File: config.mk
export PLATFORM = sky130hd
export DESIGN_NAME = bilinear_neighbor_fetch
export DESIGN_NICKNAME = d
export VERILOG_FILES = /design/src/rtl/bilinear_neighbor_fetch_pkg.sv /design/src/rtl/bilinear_neighbor_fetch_nbr_addr_gen.sv /design/src/rtl/bilinear_neighbor_fetch.sv
export SDC_FILE = /design/constraint.sdc
export NUM_CORES = 1
export LEC_CHECK = 0
export BUFFER_PORTS_ARGS = -buffer_cell sky130_fd_sc_hd__buf_2
export CORE_MARGIN = 2
export CORE_UTILIZATION = 35
export DETAILED_ROUTE_END_ITERATION = 12
export GPL_TIMING_DRIVEN = 0
export SETUP_SLACK_MARGIN = 0.1
export SYNTH_ARGS = -nofsm -noshare
export SYNTH_HDL_FRONTEND = slang
export SYNTH_SLANG_ARGS = --single-unit
File: constraint.sdc
create_clock -name clk -period 8.4 [get_ports clk]
set_input_delay 0.42 -clock clk [delete_from_list [all_inputs] [get_ports clk]]
set_output_delay 0.42 -clock clk [all_outputs]
set_load 0.02 [all_outputs]
File: src/rtl/bilinear_neighbor_fetch_pkg.sv
// Shared defaults, pixel width and FSM encoding for the
// bilinear neighbour fetch block.
package bilinear_neighbor_fetch_pkg;

  localparam int DEF_D_WIDTH    = 6;
  localparam int DEF_X_WIDTH    = 11;
  localparam int DEF_Y_WIDTH    = 11;
  localparam int DEF_IMG_W      = 1280;
  localparam int DEF_IMG_H      = 720;
  localparam int DEF_ADDR_WIDTH = 20;
  localparam int PIX_W          = 8;

  typedef logic [PIX_W-1:0] pix_t;

  typedef enum logic [1:0] {
    S_IDLE  = 2'd0,
    S_FETCH = 2'd1,
    S_CAPT  = 2'd2,
    S_HOLD  = 2'd3
  } state_t;

endpackage

File: src/rtl/bilinear_neighbor_fetch_nbr_addr_gen.sv
// Edge clamp, out-of-bounds flag and the four neighbour
// addresses, registered once at coordinate acceptance.
module nbr_addr_gen
  import bilinear_neighbor_fetch_pkg::*;
#(
  parameter int X_width    = DEF_X_WIDTH,
  parameter int Y_width    = DEF_Y_WIDTH,
  parameter int IMG_W      = DEF_IMG_W,
  parameter int IMG_H      = DEF_IMG_H,
  parameter int ADDR_width = DEF_ADDR_WIDTH
) (
  input  logic                  clk,
  input  logic                  rst,
  input  logic                  load,
  input  logic [X_width-1:0]    xi,
  input  logic [Y_width-1:0]    yi,
  output logic                  oob,
  output logic [ADDR_width-1:0] addr_lu,
  output logic [ADDR_width-1:0] addr_ru,
  output logic [ADDR_width-1:0] addr_ld,
  output logic [ADDR_width-1:0] addr_rd
);

  localparam logic [X_width-1:0] X_MAX =
    X_width'(IMG_W - 1);
  localparam logic [Y_width-1:0] Y_MAX =
    Y_width'(IMG_H - 1);
  localparam logic [ADDR_width-1:0] ROW =
    ADDR_width'(IMG_W);

  logic                  x_edge;
  logic                  y_edge;
  logic [ADDR_width-1:0] base;
  logic [ADDR_width-1:0] base_d;

  assign base_d = ADDR_width'(yi) * ROW
                + ADDR_width'(xi);

  always_ff @(posedge clk or posedge rst) begin
    if (rst) begin
      x_edge <= 1'b0;
      y_edge <= 1'b0;
      oob    <= 1'b0;
      base   <= '0;
    end else if (load) begin
      x_edge <= (xi == X_MAX);
      y_edge <= (yi == Y_MAX);
      oob    <= (xi > X_MAX) | (yi > Y_MAX);
      base   <= base_d;
    end
  end

  // Clamped neighbours collapse onto the base row/column.
  assign addr_lu = base;
  assign addr_ru = base + ADDR_width'(!x_edge);
  assign addr_ld = y_edge ? base : base + ROW;
  assign addr_rd = addr_ld + ADDR_width'(!x_edge);

endmodule

File: src/rtl/bilinear_neighbor_fetch.sv
// Fetches the four bilinear neighbours of one coordinate
// and presents them with dx/dy to the interpolator.
module bilinear_neighbor_fetch
  import bilinear_neighbor_fetch_pkg::*;
#(
  parameter int D_width    = DEF_D_WIDTH,
  parameter int X_width    = DEF_X_WIDTH,
  parameter int Y_width    = DEF_Y_WIDTH,
  parameter int IMG_W      = DEF_IMG_W,
  parameter int IMG_H      = DEF_IMG_H,
  parameter int ADDR_width = DEF_ADDR_WIDTH
) (
  input  logic                       clk,
  input  logic                       rst,
  input  logic                       in_valid,
  output logic                       in_ready,
  input  logic [X_width+D_width-1:0] in_x,
  input  logic [Y_width+D_width-1:0] in_y,
  output logic                       mem_rd_en,
  output logic [ADDR_width-1:0]      mem_addr,
  input  logic [PIX_W-1:0]           mem_rdata,
  output logic                       out_valid,
  input  logic                       out_ready,
  output logic [D_width-1:0]         out_dx,
  output logic [D_width-1:0]         out_dy,
  output logic [PIX_W-1:0]           out_lu,
  output logic [PIX_W-1:0]           out_ru,
  output logic [PIX_W-1:0]           out_ld,
  output logic [PIX_W-1:0]           out_rd,
  output logic                       out_oob
);

  state_t state;
  state_t state_nx;
  logic [1:0] cnt;
  logic       load;
  pix_t       pix;

  logic [ADDR_width-1:0] a_lu, a_ru;
  logic [ADDR_width-1:0] a_ld, a_rd;

  assign load = in_valid & in_ready;

  nbr_addr_gen #(
    .X_width    (X_width),
    .Y_width    (Y_width),
    .IMG_W      (IMG_W),
    .IMG_H      (IMG_H),
    .ADDR_width (ADDR_width)
  ) u_addr (
    .clk     (clk),
    .rst     (rst),
    .load    (load),
    .xi      (in_x[X_width+D_width-1:D_width]),
    .yi      (in_y[Y_width+D_width-1:D_width]),
    .oob     (out_oob),
    .addr_lu (a_lu),
    .addr_ru (a_ru),
    .addr_ld (a_ld),
    .addr_rd (a_rd)
  );

  always_ff @(posedge clk or posedge rst) begin
    if (rst) begin
      state <= S_IDLE;
      cnt   <= 2'd0;
    end else begin
      state <= state_nx;
      cnt   <= (state == S_FETCH) ? cnt + 2'd1
                                  : 2'd0;
    end
  end

  always_comb begin
    state_nx = state;
    unique case (state)
      S_IDLE:  if (in_valid) state_nx = S_FETCH;
      S_FETCH: if (cnt == 2'd3) state_nx = S_CAPT;
      S_CAPT:  state_nx = S_HOLD;
      S_HOLD:  if (out_ready) state_nx = S_IDLE;
      default: state_nx = S_IDLE;
    endcase
  end

  always_comb begin
    in_ready  = (state == S_IDLE) & ~rst;
    out_valid = (state == S_HOLD);
    mem_rd_en = (state == S_FETCH) & ~out_oob;
    mem_addr  = '0;
    if (state == S_FETCH) begin
      unique case (cnt)
        2'd0:    mem_addr = a_lu;
        2'd1:    mem_addr = a_ru;
        2'd2:    mem_addr = a_ld;
        default: mem_addr = a_rd;
      endcase
    end
  end

  // Read data trails the strobe by one cycle.
  assign pix = out_oob ? '0 : mem_rdata;

  always_ff @(posedge clk or posedge rst) begin
    if (rst) begin
      out_dx <= '0;
      out_dy <= '0;
      out_lu <= '0;
      out_ru <= '0;
      out_ld <= '0;
      out_rd <= '0;
    end else begin
      if (load) begin
        out_dx <= in_x[D_width-1:0];
        out_dy <= in_y[D_width-1:0];
      end
      if (state == S_FETCH) begin
        case (cnt)
          2'd1:    out_lu <= pix;
          2'd2:    out_ru <= pix;
          2'd3:    out_ld <= pix;
          default: ;
        endcase
      end
      if (state == S_CAPT) out_rd <= pix;
    end
  end

endmodule

==> impl_metrics.py <==
metrics = {
    "grt": {
        "antenna_found_initial": 0,
        "grt_pass1_vias": 4160,
        "grt_pass1_wl_mm": 21.2,
        "overflow": 0,
        "grtUsageTotal_pct": 17.9,
        "grt_max_degree": 72,
    },
    "logic_synthesis": {
        "synth.distinct_cells": 54,
        "synthMuxAreaShare_pct": 7.53,
        "synth_edf_count": 0,
        "synthTopCellsByArea": "dfrtp_1, ha_1, o21ai_0",
        "ys_warn_count": 0,
        "synth-compound-area-share_pct": 17.0,
        "synth_top_family_by_area": "simple AND/OR/NAND/NOR gates",
        "postSynthCellCount": 550,
        "synth_ff_type": "dfrtp_1",
        "avgSynthCellArea_um2": 8.88,
        "synth_top_cell_area_share_pct": 36.4,
        "ys_ff_latch": 71,
        "ys_seq_area_share_pct": 36.4,
        "synth-xor-area-share_pct": 7.18,
        "yosys.area.top_type": "dfrtp_1",
        "async_flop_share_pct": 100,
        "synth-simple-area-share_pct": 18.4,
        "synth_nets": 630,
        "synthAdderAreaFrac_pct": 9.02,
        "syn_area_um2": 4880,
    },
    "worst_setup_path": {
        "cp-end-kind": "output port",
        "worst_ep_arrival_time_ns": 3.51,
        "crit_path_max_fanout": 10,
        "reg2reg_slack_ns": 6.27,
        "cp_data_required_time_ns": 7.98,
        "cp_slowest_stage_delay_ns": 0.44,
        "slowest_stage": "clkbuf_1",
        "worstPathCellList": "inv_1 > ha_1 > clkbuf_1 > o21ai_0 > a211o_1 > a31oi_1 > o2111ai_1 > nor3_1 > xnor2_1 > a21boi_0 > buf_2",
        "critPathKind": "flip-flop to output port",
        "critPathLaunchType": "flip-flop",
    },
    "floorplanning": {
        "coreArea_um2": 13800,
        "die_y_um": 122,
        "ios": 114,
        "fp-row-count": 43,
        "dieWidth_um": 122,
        "initial_core_util_pct": 35.4,
        "die-area_um2": 14900,
    },
    "clock_network": {
        "clock_path_buffers": 2,
        "cts_hold_buf": 0,
        "h-tree-depth": 3,
        "cts_root_buf": "clkbuf_16",
        "cts_tree": "done",
        "clock-sinks": 71,
        "cts_setup_buffers": 0,
        "clk_pin_slew_ns": 0.06,
        "clock_latency_ns": 0.33,
        "cts_resized": 0,
        "cts_inserted_buffers": 9,
    },
    "placement": {
        "gp_congestion": 0.917,
        "dpl.hpwl_mm": 10.3,
        "place_area_um2": 5680,
        "port_buffers": 113,
    },
    "routing": {
        "firstDrtPassIters": 5,
        "detail-route-antenna-nets": 0,
        "post_drt_wl_per_cell_um": 15.4,
        "route.detailed.drc": 0,
        "vias": 4450,
        "vias_per_cell": 5.18,
        "drtIter0Drc": 276,
        "routed_wirelength_mm": 13.2,
    },
    "cells_and_area": {
        "final_cell_mix": "buf_2, nand2_1, dfrtp_1, o21ai_0, ha_1",
        "fin_area_um2": 5970,
        "layout-drive-gt1-share_pct": 24.0,
        "nNetsFinal": 754,
        "syn2layout_area_growth_pct": 22.2,
        "diodes": 0,
        "layout_commonest_cell": "buf_2",
    },
    "timing": {
        "hold_viol_final": 0,
        "rsz0062_at_grt": "no",
        "fin_crit_sh_pct": 46.8,
        "relSlewSlack_pct": 42.1,
        "setup_viol": 0,
        "maxSlewViolCount": 0,
        "worst_pin_slew_ns": 0.868,
        "finalClockSkew_ns": 0.00771,
        "max_freq_mhz": 254,
        "fin_setup_tns_ns": 0,
        "finalWorstPathRequiredPeriod_ns": 3.93,
    },
    "pwr": {
        "p_per_area_nw_per_um2": 361,
        "ir_worst_vdd_v": 0.000253,
        "fin_total_pwr_mw": 2.15,
        "p_leak_nw": 2.71,
    },
    "outcome": {
        "status": "finished clean",
    },
    "hold_path": {
        "hp-class": "input pin to async pin",
    },
    "job": {
        "maxCapViolations": 0,
    },
}
## Yosys cell counts (all sizes together) (2+ instances only)
| master | n |
|---|---|
| o21a | 2 |
| dfrtp | 71 |
| a21o | 5 |
| a21boi | 7 |
| o21bai | 3 |
| buf | 3 |
| mux2i | 12 |
| nand4b | 3 |
| a21oi | 22 |
| o2111ai | 3 |
| nand2 | 73 |
| a211oi | 7 |
| or2 | 4 |
| nor2b | 8 |
| inv | 26 |
| nor2 | 29 |
| and2 | 8 |
| nand2b | 12 |
| nand4 | 11 |
| xnor2 | 23 |
| o221ai | 4 |
| o211ai | 4 |
| fa | 2 |
| or3 | 2 |
| and3 | 3 |
| o31ai | 2 |
| nand3 | 9 |
| a31oi | 3 |
| xor2 | 17 |
| ha | 32 |
| o21ai | 62 |
| nor3 | 7 |
| a221oi | 2 |
| clkbuf | 27 |
| mux2 | 22 |
| nor4 | 3 |
| and3b | 2 |
| or3b | 2 |
## worst max-delay path, delay by kind of cell (launching register included)
family          cells  cell delay [ns]
simple gates        1             0.30
flops               1             0.40
fa+ha+maj           1             0.31
buf+inv             3             0.71
compound gates      5             1.37
xor+xnor            1             0.09
## registers in the layout, summed over array words and instances, names as in the netlist
register and cells:
u_addr.oob 1, u_addr.x_edge 1, out_rd 8, out_ru 8, state 2, u_addr.addr_lu 20, cnt 2, out_dx 6
out_lu 8, u_addr.y_edge 1, out_ld 8, out_dy 6
## layout make-up
| cell class | instances | area, um2 |
|---|---|---|
| Fill cell | 1411 | 7810 |
| Multi-Input combinational cell | 423 | 2890 |
| Sequential cell | 71 | 1780 |
| Timing Repair Buffer | 113 | 566 |
| Clock buffer | 11 | 233 |
| Tap cell | 180 | 225 |
| Buffer | 30 | 120 |
| Inverter | 26 | 100 |
| Clock inverter | 5 | 58.8 |
## logic make-up (layout without fill, tap and decap cells)
kind of cell | count (synthesis) | in the layout
and+or+nand+nor | 181 | 181
DFF | 71 | 71
buffers and inverters | 56 | 185
xor gates and xnor gates | 40 | 40
AOI/OAI and AO/OA | 134 | 134
muxes | 34 | 34
adders and majority gates | 34 | 34
## routing by layer
layer | vias up | part of all wire [%] | track usage (%)
met5 | - | 0 | 0
met4 | 0 | 1.3 | 5.24
met3 | 15 | 7.1 | 3.42
met2 | 169 | 45 | 26.8
met1 | 2088 | 47 | 26.3
li1 | 2178 | - | -
## metrics by stage
step	util, %	std cells	hold WS [ns]	setup WS [ns]
after floorplan	-	550	0.450	5.01
after global placement	41.2	843	0.461	4.83
after detailed placement	41.2	843	0.466	4.85
after CTS	43.3	859	0.313	4.47
after global routing	43.3	859	0.318	4.17
final	43.3	859	0.283	4.47
## final timing paths
path                                end  startpoint  cells past startpoint
setup / recovery           mem_addr[19]      cnt[1]                     11
hold / removal                   cnt[1]         rst                      2
setup reg to reg              out_lu[1]      cnt[1]                      7
hold reg to reg               out_lu[2]   out_lu[2]                      2
max in group asynchronous    u_addr.oob         rst                      2
min in group clk              out_dx[2]     in_x[2]                      2
## where the power goes
group	switching, mW	total [mW]	internal (mW)	leakage (nW)
clock	0.140	0.370	0.230	0.136
combinational	0.739	1.17	0.430	1.73
sequential	0.118	0.615	0.497	0.845
Power figures use the tool's default switching activity.
